<file path="config.mk">
export PLATFORM = sky130hd
export DESIGN_NAME = seq_divider_2n
export DESIGN_NICKNAME = d
export VERILOG_FILES = /design/src/rtl/seq_divider_2n.sv
export SDC_FILE = /design/constraint.sdc
export NUM_CORES = 1
export LEC_CHECK = 0
export BUFFER_PORTS_ARGS = -buffer_cell sky130_fd_sc_hd__buf_2
export CAP_MARGIN = 40
export CORE_MARGIN = 10
export CORE_UTILIZATION = 54
export CTS_CLUSTER_SIZE = 14
export DETAILED_ROUTE_END_ITERATION = 8
export PLACE_DENSITY_LB_ADDON = 0.12
export SYNTH_ARGS = -nofsm -noshare
export SYNTH_HDL_FRONTEND = slang
export SYNTH_SLANG_ARGS = --single-unit
</file>
<file path="constraint.sdc">
create_clock -name clk -period 2.4 [get_ports clk]
set_input_delay 0.12 -clock clk [delete_from_list [all_inputs] [get_ports clk]]
set_output_delay 0.12 -clock clk [all_outputs]
set_load 0.05 [all_outputs]
</file>
<file path="src/rtl/seq_divider_2n.sv">
// Sequential restoring divider: 2N-bit dividend by N-bit divisor, one quotient bit per cycle.
// Optional macro DIV_ZERO_FAST_EN: a zero divisor skips the iterations and finishes one edge after acceptance.
module seq_divider_2n #(
    parameter int N = 2
) (
    input  logic           clk,
    input  logic           rst,
    input  logic           in_valid,
    output logic           in_ready,
    input  logic [2*N-1:0] P,
    input  logic [N-1:0]   B,
    output logic           out_valid,
    input  logic           out_ready,
    output logic [2*N-1:0] Q,
    output logic [N-1:0]   R,
    output logic           dbz,
    output logic [1:0]     dbg_state
);

    // Handshake: a transfer happens on a rising edge where valid and ready are both 1.
    // in_ready is 1 only in IDLE; out_valid is 1 only in DONE, and the result
    // holds there until the consumer raises out_ready.

    localparam int CW = $clog2(2*N+1);

    typedef enum logic [1:0] {
        IDLE = 2'd0,
        RUN  = 2'd1,
        DONE = 2'd2
    } state_t;

    state_t         state;
    state_t         state_nxt;

    logic [2*N-1:0] quo;
    logic [N:0]     rem;
    logic [N-1:0]   div;
    logic [CW-1:0]  cnt;
    logic           dbz_r;

    logic           accept;
    logic           last_step;
    logic [N:0]     rem_sh;
    logic [N+1:0]   diff;
    logic           step_ok;

    assign accept    = in_valid && (state == IDLE);
    assign last_step = (cnt == CW'(1));

    // One restoring step; a bit shifted out of the remainder means the
    // shifted value exceeds any N-bit divisor, so the subtraction must succeed.
    always_comb begin
        rem_sh  = {rem[N-1:0], quo[2*N-1]};
        diff    = {1'b0, rem_sh} - {2'b00, div};
        step_ok = rem[N] | ~diff[N+1];
    end

    // State register
    always_ff @(posedge clk or posedge rst) begin
        if (rst) begin
            state <= IDLE;
        end else begin
            state <= state_nxt;
        end
    end

    // Next-state logic
    always_comb begin
        state_nxt = state;
        case (state)
            IDLE: begin
                if (in_valid) begin
`ifdef DIV_ZERO_FAST_EN
                    state_nxt = (B == '0) ? DONE : RUN;
`else
                    state_nxt = RUN;
`endif
                end
            end
            RUN: begin
                if (last_step) begin
                    state_nxt = DONE;
                end
            end
            DONE: begin
                if (out_ready) begin
                    state_nxt = IDLE;
                end
            end
            default: state_nxt = IDLE;
        endcase
    end

    // Datapath: operands are captured once, so later input changes cannot leak in
    always_ff @(posedge clk or posedge rst) begin
        if (rst) begin
            quo   <= '0;
            rem   <= '0;
            div   <= '0;
            cnt   <= '0;
            dbz_r <= 1'b0;
        end else if (accept) begin
            quo   <= P;
            rem   <= '0;
            div   <= B;
            cnt   <= CW'(2*N);
            dbz_r <= (B == '0);
`ifdef DIV_ZERO_FAST_EN
            if (B == '0) begin
                quo <= '1;
                rem <= {1'b0, P[N-1:0]};
                cnt <= '0;
            end
`endif
        end else if (state == RUN) begin
            rem <= step_ok ? diff[N:0] : rem_sh;
            quo <= {quo[2*N-2:0], step_ok};
            cnt <= cnt - CW'(1);
        end
    end

    // Output logic: results are masked to zero outside DONE
    always_comb begin
        in_ready  = (state == IDLE);
        out_valid = (state == DONE);
        Q         = '0;
        R         = '0;
        dbz       = 1'b0;
        if (state == DONE) begin
            Q   = quo;
            R   = rem[N-1:0];
            dbz = dbz_r;
        end
        dbg_state = state;
    end

endmodule

</file>
==> results of run 1 <==
timing repair:
| item | CTS | global route |
|---|---|---|
| resized for setup | 0 | 0 |
| hold endpoints to repair | 16 | 0 |
| setup endpoints to repair | 0 | 0 |
| hold buffers | 2 | 0 |
worst max-delay path, stage by stage (launching register included):
cell,delay (ps)
dfrtp_1,440
nor2b_2,330
inv_1,120
nor2_1,100
buf_2,270
worst paths after layout:
kind                       slack [ps]                      from  cells past startpoint            endpoint
max                               730  dbg_state[1]$_DFFE_PP0P_                      4                Q[3]
min                                20                      B[1]                      2   dbz_r$_DFFE_PP0P_
max reg2reg                       840  dbg_state[0]$_DFFE_PP0P_                      3  quo[3]$_DFFE_PP0P_
min reg2reg                       500         dbz_r$_DFFE_PP0P_                      2   dbz_r$_DFFE_PP0P_
max in group asynchronous        1580                       rst                      3  rem[1]$_DFFE_PP0P_
min in group asynchronous         440                       rst                      3  cnt[0]$_DFFE_PP0P_
synth_stat cells:
cell type	count
dfrtp_1	15
nand2_1	14
inv_1	7
and2_1	5
o21ai_0	5
a22oi_1	4
ha_1	4
a21oi_1	3
nand2b_1	3
nor2_1	3
nor4_1	3
a32o_1	2
nand3_1	2
nor2b_1	2
o31ai_1	2
o41ai_1	2
and2b_1	1
and3_1	1
buf_1	1
buf_2	1
clkbuf_1	1
fa_1	1
nor3b_1	1
o21bai_1	1
o22ai_1	1
or3b_1	1
xnor2_1	1
metal layers:
layer | global-route usage | part of all wire
met5 | 0 | 0
met2 | 0.2072 | 0.52
met1 | 0.1377 | 0.42
met3 | 0.03219 | 0.050
met4 | 0.04918 | 0.013
through the flow:
step	util	worst slack, ps	hold slack [ps]	power, mW	area [µm²]
2_1_floorplan	-	127.6	21.48	1.051	817.0
3_3_place_gp	0.6758	889.6	201.3	1.185	923.4
3_5_place_dp	0.6758	864.7	204.5	1.213	923.4
4_1_cts	0.7106	725.0	23.94	1.365	970.9
5_1_grt	0.7106	636.6	38.13	1.487	970.9
6_report	0.7106	729.4	24.51	1.361	970.9
registers in the layout, summed over array words and instances, names as in the netlist:
signal,flops
cnt,3
dbg_state,2
dbz_r,1
div,2
quo,4
rem,3
layout by cell type (no fill, tap or decap), types with 2 or more instances in the layout:
master         count
o31ai_1            2
inv_1              7
dfrtp_1           15
nor2_1             3
a22oi_1            4
o41ai_1            2
clkbuf_4           3
a21oi_1            3
buf_2             20
nand2b_1           3
o21ai_0            5
nand3_1            2
and2_1             5
nor4_1             3
ha_1               4
nand2_1           14
a32o_1             2
dlygate4sd3_1      2
final cells by class:
| type | instances | area (µm²) |
|---|---|---|
| multi-input cells | 62 | 402.9 |
| fillers | 116 | 395.4 |
| flip-flops and latches | 15 | 375.4 |
| repair buffers | 22 | 120.1 |
| inverters | 7 | 26.28 |
| clock buffers | 3 | 22.52 |
| well taps | 15 | 18.77 |
| clock inverters | 1 | 5.005 |
report_power, final:
group          switching [mW]  internal, mW
logic                   0.436         0.278
clock network          0.0887        0.0620
registers               0.117         0.380
cells by family after synthesis:
group	count (synthesis)
compound gates	20
simple gates	36
fa+ha+maj	5
xor+xnor	1
buf+inv	10
flops	15
==> flow_metrics.py, run 1 <==
metrics = {
    "placed_design": {
        "place_inst": 119,
        "io_buffers": 20,
        "gp_congestion": 0.8436,
        "hpwl_um": 1466,
    },
    "grt": {
        "grt_first_pass_wirelength_um": 3353,
        "antenna_found_initial": 0,
        "overflow": 0,
        "grt_pass1_vias": 748,
        "grt_max_degree": 16,
        "grt_use_total": 0.1209,
    },
    "setup_path": {
        "cp_data_arrival_time_ps": 1550,
        "required_ps": 2280,
        "startpoint_type": "flip-flop",
        "cp_max_fo": 8,
        "endpoint_kind": "output port",
        "critical_path_class": "flip-flop to output port",
    },
    "logic_synthesis": {
        "synth_area_um2": 814.5,
        "synth_fa_ha_area_frac": 0.08602,
        "synth_compound_area_frac": 0.1674,
        "ys_ff_latch": 15,
        "synth_top_cell_area_share": 0.4608,
        "seq_area_frac_synth": 0.4608,
        "synthesis.nets": 102,
        "avgSynthCellArea_um2": 9.362,
        "synth_top_family_by_area": "simple AND/OR/NAND/NOR gates",
        "ys_warn_count": 0,
        "synth_cell_types": 27,
        "synth_largest_area_cell": "dfrtp_1",
        "synth-xor-area-share": 0.01075,
        "ys_top_cells_by_area": "dfrtp_1 (46%), nand2_1 (6.5%), ha_1 (6.1%)",
        "postSynthCellCount": 87,
        "synthMuxAreaShare": 0,
        "synth-simple-area-share": 0.2273,
    },
    "detailed_routing": {
        "drt-total-wl_um": 1947,
        "drt_iter0_drc": 7,
        "num_vias": 710,
        "via_per_inst": 5.680,
        "dr.pass1.iters": 4,
        "ant_nets": 0,
        "post_drt_wl_per_cell_um": 15.58,
        "drc_errors": 0,
    },
    "floorplan": {
        "die_height_um": 58.84,
        "ios": 21,
        "die_w_um": 58.84,
        "fp-row-count": 13,
        "start_util": 0.5962,
        "dieArea_um2": 3462,
        "core_um2": 1366,
    },
    "finish": {
        "syn2layout_area_growth_pct": 19.20,
        "drive_gt1_frac": 0.2273,
        "layout.nets": 126,
        "num_antenna_cells": 0,
        "instances_no_fill": 125,
    },
    "sta": {
        "finalSetupViolCount": 0,
        "hold_viol_final": 0,
        "tightest_slew_ps": 845.9,
        "fin_skew_ps": 6.201,
        "final_max_slew_viol_count": 0,
        "fmax_mhz": 598.6,
        "relSlewSlack": 0.4349,
        "fin_crit_sh": 0.6961,
        "rsz0062_at_grt": "no",
        "tns_ps": 0,
        "post-route-min-period_ps": 1671,
    },
    "cts": {
        "numCtsBuffers": 3,
        "cts_sinks": 15,
        "clk_latency_ps": 290,
        "post_cts_buffers": 0,
        "cts_buffer_depth": 2,
        "h-tree-depth": 1,
        "root_buffer": "clkbuf_4",
        "cts_tree": "done",
        "clk_pin_slew_ps": 100,
    },
    "run": {
        "drv_cap": 0,
    },
    "outcome": {
        "status": "completed",
    },
    "hold_path": {
        "hold_path_class": "primary input to flip-flop",
    },
    "power_and_ir_drop": {
        "power.density_nw_per_um2": 1402,
        "irDropWorstVdd_uv": 645.8,
        "p_leak_nw": 0.4932,
    },
}
Power figures use the tool's default switching activity.
==> inputs of run 2 (changes only) <==
--- a/config.mk
+++ b/config.mk
@@ -8,7 +8,7 @@
 export BUFFER_PORTS_ARGS = -buffer_cell sky130_fd_sc_hd__buf_2
 export CAP_MARGIN = 40
 export CORE_MARGIN = 10
-export CORE_UTILIZATION = 54
+export CORE_UTILIZATION = 50
 export CTS_CLUSTER_SIZE = 14
 export DETAILED_ROUTE_END_ITERATION = 8
 export PLACE_DENSITY_LB_ADDON = 0.12
==> constraint.sdc (replaced) <==
create_clock -name clk -period 1.7 [get_ports clk]
set_input_delay 0.085 -clock clk [delete_from_list [all_inputs] [get_ports clk]]
set_output_delay 0.085 -clock clk [all_outputs]
set_load 0.05 [all_outputs]
==> run 2 against run 1 <==
Compared with the run above:
- cell count grew 3.2%
- sequential power rose by 42%
- setup slack lost 580 ps
- final area increased by 4.5%
- critical path depth unchanged
- clock power rose by 38%
- combinational power increased by 44%
- clock-buffer cell count grew 1
- total power is 43% higher
- critical endpoint is now R[0]
- largest power group unchanged
==> flow_metrics.py, run 2 (synthesized netlist as in run 1, its figures left out) <==
metrics = {
    "cts": {
        "numCtsBuffers": 3,
        "root_buffer": "clkbuf_4",
        "cts_sinks": 15,
        "h-tree-depth": 1,
        "cts_tree": "done",
        "cts_buffer_depth": 2,
        "post_cts_buffers": 0,
        "clk_latency_ps": 280,
        "clk_pin_slew_ps": 90,
    },
    "setup_path": {
        "startpoint_type": "flip-flop",
        "cp_max_fo": 8,
        "reg2reg_slack_ps": 160,
        "endpoint_kind": "output port",
        "worst_r2r_path_depth": 5,
        "timing.rr.start": "quo[3]$_DFFE_PP0P_",
        "cp_data_arrival_time_ps": 1460,
        "r2r-end": "rem[1]$_DFFE_PP0P_",
        "crit_start": "dbg_state[1]$_DFFE_PP0P_",
        "critical_path_class": "flip-flop to output port",
        "required_ps": 1620,
    },
    "power_and_ir_drop": {
        "power.density_nw_per_um2": 1915,
        "p_leak_nw": 0.5080,
        "irDropWorstVdd_uv": 1119,
        "p_total_mw": 1.943,
    },
    "hold_path": {
        "whs_path_depth": 3,
        "hold_path_class": "primary input to flip-flop",
        "hold_end": "quo[1]$_DFFE_PP0P_",
        "min_from": "P[1]",
    },
    "outcome": {
        "status": "completed",
    },
    "detailed_routing": {
        "dr.pass1.iters": 4,
        "post_drt_wl_per_cell_um": 14.86,
        "drc_errors": 0,
        "drt_iter0_drc": 10,
        "num_vias": 714,
        "via_per_inst": 5.535,
        "ant_nets": 0,
        "drt-total-wl_um": 1917,
    },
    "placed_design": {
        "gp_congestion": 0.8264,
        "io_buffers": 20,
        "hpwl_um": 1427,
    },
    "grt": {
        "antenna_found_initial": 0,
        "overflow": 0,
        "grt_first_pass_wirelength_um": 3187,
        "grt_max_degree": 16,
        "grt_use_total": 0.1115,
        "grt_pass1_vias": 716,
    },
    "floorplan": {
        "die_height_um": 60.36,
        "dieArea_um2": 3643,
        "fp-row-count": 14,
        "start_util": 0.5345,
        "core_um2": 1524,
        "die_w_um": 60.36,
        "ios": 21,
    },
    "sta": {
        "finalSetupViolCount": 0,
        "tightest_slew_ps": 588.9,
        "relSlewSlack": 0.6069,
        "tns_ps": 0,
        "fin_crit_sh": 0.9102,
        "post-route-min-period_ps": 1547,
        "fin_skew_ps": 3.955,
        "final_max_slew_viol_count": 0,
        "fmax_mhz": 646.3,
        "hold_viol_final": 0,
        "rsz0062_at_grt": "no",
    },
    "finish": {
        "top_regs": "quo (4), cnt (3), rem (3)",
        "drive_gt1_frac": 0.2832,
        "final_common_cell": "buf_2",
        "largest_reg_flops": 4,
        "num_antenna_cells": 0,
        "max_flop_register": "quo",
        "syn2layout_area_growth_pct": 24.58,
        "final_cell_mix": "buf_2 (20), dfrtp_1 (15), nand2_1 (14)",
        "n_fill_cell": 117,
        "layout.nets": 129,
    },
    "run": {
        "drv_cap": 0,
    },
}
-- run 2: cell count changes in the layout (fill, tap and decap cells not counted), sizes merged --
cell         previous run  this run
clkbuf                  3         4
dlygate4sd3             2         4
buf                    20        21
clkinv                  1         0
-- run 2: layout make-up --
| cell class | count | area, µm² | share of cell area |
|---|---|---|---|
| Timing Repair Buffer | 25 | 147.6 | 0.1455 |
| Multi-Input combinational cell | 62 | 419.2 | 0.4131 |
| Tap cell | 16 | 20.02 | 0.01973 |
| Sequential cell | 15 | 375.4 | 0.3699 |
| Inverter | 7 | 26.28 | 0.02589 |
| Clock buffer | 4 | 26.28 | 0.02589 |
-- run 2: worst max path at each step --
| stage | endpoint |
|---|---|
| final | R[0] |
| after global routing | quo[0]$_DFFE_PP0P_ |
| after CTS | quo[0]$_DFFE_PP0P_ |
| after detailed placement | quo[0]$_DFFE_PP0P_ |
| after global placement | quo[0]$_DFFE_PP0P_ |
| after floorplan | Q[3] |
-- run 2: timing repair --
action / CTS / global route
resized for setup: 0 / 0
hold buffers: 4 / 0
endpoints found under the hold margin: 17 / 0
-- run 2: critical path, stage by stage, from the launching register on --
cell	delay, ps
dfrtp_1	450
nor2b_4	260
inv_1	110
nor2_2	100
buf_2	270
-- run 2: routing by layer --
metal	global-route usage	vias up	routed length [µm]
met2	0.1691	29	808
met4	0.04487	0	29
met1	0.1430	323	879
met5	0	-	0
met3	0.03549	6	199
li1	-	356	-
-- run 2: stage by stage --
stage	cell area (µm²)	std cells	setup WS, ps	hold slack (ps)	utilization
after floorplan	833.3	87	-127.5	-13.52	-
after global placement	948.4	121	206.6	167.6	0.6223
after detailed placement	948.4	121	167.4	178.9	0.6223
after CTS	1015	129	150.8	24.92	0.6658
after global routing	1015	129	12.31	40.34	0.6658
final	1015	129	152.7	30.06	0.6658
-- run 2: report_power, final --
part / switching [mW] / leakage [nW] / total (mW) / internal, mW
Sequential: 0.170 / 0.181 / 0.706 / 0.536
Clock: 0.118 / 0.0150 / 0.209 / 0.0911
Combinational: 0.621 / 0.312 / 1.03 / 0.407
==> inputs of run 3 (changes only) <==
--- a/config.mk
+++ b/config.mk
@@ -12,6 +12,7 @@
 export CTS_CLUSTER_SIZE = 14
 export DETAILED_ROUTE_END_ITERATION = 8
 export PLACE_DENSITY_LB_ADDON = 0.12
+export SLEW_MARGIN = 5
 export SYNTH_ARGS = -nofsm -noshare
 export SYNTH_HDL_FRONTEND = slang
 export SYNTH_SLANG_ARGS = --single-unit
==> constraint.sdc (replaced) <==
create_clock -name clk -period 1.7 [get_ports clk]
set_input_delay 0.34 -clock clk [delete_from_list [all_inputs] [get_ports clk]]
set_output_delay 0.34 -clock clk [all_outputs]
set_load 0.05 [all_outputs]
==> run 3 against run 2 <==
Compared with the run above:
- register-to-register slack got worse by 20 ps
- sequential power fell by 1%
- first-iteration DRC count did not move
- fmax fell by 5.4%
- largest cell class unchanged
- non-clock buffer count did not move
- routed wire length fell by 5.2%
- sequential cell count did not move
- highest routed layer unchanged
- critical path depth did not move
- die area did not move
- via count fell by 1.8%
==> flow_metrics.py, run 3 (synthesized netlist as in run 1, its figures left out) <==
metrics = {
    "setup_path": {
        "critical_path.max_stage_delay_ps": 450,
        "cp_top_family": "flip-flops",
        "cp_data_arrival_time_ps": 1300,
        "required_ps": 1360,
        "critical_path_class": "flip-flop to output port",
        "startpoint_type": "flip-flop",
        "endpoint_kind": "output port",
        "slowest_stage": "dfrtp_2",
        "crit_path_cell_trace": "nor2b_4 -> inv_2 -> nor2_4 -> buf_4",
        "crit_buf_inv": 2,
        "cp_max_fo": 7,
    },
    "floorplan": {
        "die_w_um": 60.36,
        "dieArea_um2": 3643,
        "die_height_um": 60.36,
        "start_util": 0.5345,
        "fp-row-count": 14,
        "core_um2": 1524,
        "ios": 21,
    },
    "grt": {
        "grt_use_total": 0.1074,
        "grt-busiest-layer": "met2",
        "grt_use_met2": 0.1765,
        "antenna_found_initial": 0,
        "overflow": 0,
        "grt_first_pass_wirelength_um": 3022,
        "grt_pass1_vias": 678,
        "use_met3": 0.03967,
        "grt_max_degree": 16,
        "met1_usage": 0.1252,
    },
    "cts": {
        "h-tree-depth": 1,
        "cts_buffer_depth": 2,
        "cts.hold.buffers_added": 0,
        "clk_pin_slew_ps": 90,
        "clk_latency_ps": 290,
        "cts_sinks": 15,
        "root_buffer": "clkbuf_4",
        "cts_tree": "done",
        "numCtsBuffers": 3,
    },
    "sta": {
        "fin_skew_ps": 2.791,
        "final_max_slew_viol_count": 0,
        "fmax_mhz": 611.2,
        "hold_ws_ps": 88.69,
        "tightest_slew_ps": 573.5,
        "fin_crit_sh": 0.9624,
        "hold_viol_final": 0,
        "relSlewSlack": 0.6172,
        "post-route-min-period_ps": 1636,
        "finalSetupViolCount": 0,
    },
    "detailed_routing": {
        "via_per_inst": 5.434,
        "post_drt_wl_per_cell_um": 14.09,
        "num_vias": 701,
        "ant_nets": 0,
        "drc_errors": 0,
        "drt-total-wl_um": 1818,
        "drt_iter0_drc": 10,
        "dr.pass1.iters": 4,
    },
    "finish": {
        "largest_reg_flops": 4,
        "syn2layout_area_growth_pct": 27.65,
        "final_cell_mix": "nand2_1 (14), dfrtp_1 (13), buf_2 (13)",
        "drive_gt1_frac": 0.3540,
        "final_common_cell": "nand2_1",
        "n_fill_cell": 138,
        "max_flop_register": "quo",
        "instances_no_fill": 129,
        "num_antenna_cells": 0,
        "layout.nets": 129,
        "top_regs": "quo (4), cnt (3), rem (3)",
    },
    "placed_design": {
        "place_inst": 121,
        "gp_congestion": 0.8307,
        "hpwl_um": 1409,
        "io_buffers": 20,
    },
    "outcome": {
        "status": "completed",
    },
    "power_and_ir_drop": {
        "irDropWorstVdd_uv": 1352,
        "power.density_nw_per_um2": 1913,
        "p_leak_nw": 0.5117,
    },
    "hold_path": {
        "hold_path_class": "primary input to async pin",
    },
    "run": {
        "drv_cap": 0,
    },
}
==> run 3: cell count changes in the layout (fill, tap and decap cells not counted), sizes merged <==
cell	change
dlygate4sd3	-4
clkbuf	-1
clkinv	+1
buf	+4
==> run 3: path summary, 6_finish.rpt <==
check	cells past startpoint	endpoint	start	slack, ps
min	2	div[0]$_DFFE_PP0P_	rst	90
max	4	R[0]	dbg_state[0]$_DFFE_PP0P_	60
max in group asynchronous	2	dbg_state[1]$_DFFE_PP0P_	rst	1200
min reg2reg	2	dbz_r$_DFFE_PP0P_	dbz_r$_DFFE_PP0P_	470
max reg2reg	5	rem[1]$_DFFE_PP0P_	quo[3]$_DFFE_PP0P_	140
min in group clk	2	dbg_state[1]$_DFFE_PP0P_	out_ready	220
==> run 3: metrics by stage <==
stage | setup WS [ps] | total power [mW] | setup TNS (ps) | area [µm²] | util
after floorplan | -50.91 | 1.515 | -78.40 | 845.8 | -
after global placement | 183.2 | 1.709 | 0 | 960.9 | 0.6305
after detailed placement | 155.9 | 1.744 | 0 | 960.9 | 0.6305
after CTS | 3.872 | 1.961 | 0 | 1006 | 0.6601
after global routing | -12.13 | 2.200 | -13.87 | 1040 | 0.6823
final | 63.97 | 1.989 | 0 | 1040 | 0.6823
==> run 3: layer usage <==
metal  wire length (µm)  vias up
li1                   -      354
met1                791      319
met2                814       26
met3                186        2
met4                 25        0
met5                  0        -
==> run 3: timing repair <==
action,CTS,global route
resized for setup,7,1
endpoints found under the setup margin,7,7
gates cloned,0,0
buffers inserted,0,4
==> run 3: worst reg2reg max path, stage by stage (launching register included) <==
cell     delay [ps]
dfrtp_1         380
inv_1            90
ha_1            240
fa_1            490
o41ai_1          60
a32o_1          200
==> run 3: power by group <==
| part | internal [mW] | leakage, nW | switching, mW |
|---|---|---|---|
| clock network | 0.0876 | 0.0177 | 0.121 |
| logic | 0.446 | 0.315 | 0.638 |
| registers | 0.540 | 0.179 | 0.157 |
==> run 3: layout make-up <==
type / instances / area, µm² / share of cell area
clock buffer: 3 / 22.52 / 0.02166
clock inverter: 1 / 5.005 / 0.004813
inverter: 7 / 26.28 / 0.02527
multi-input combinational: 62 / 429.2 / 0.4128
sequential: 15 / 377.9 / 0.3634
tap: 16 / 20.02 / 0.01925
timing repair buffer: 25 / 158.9 / 0.1528
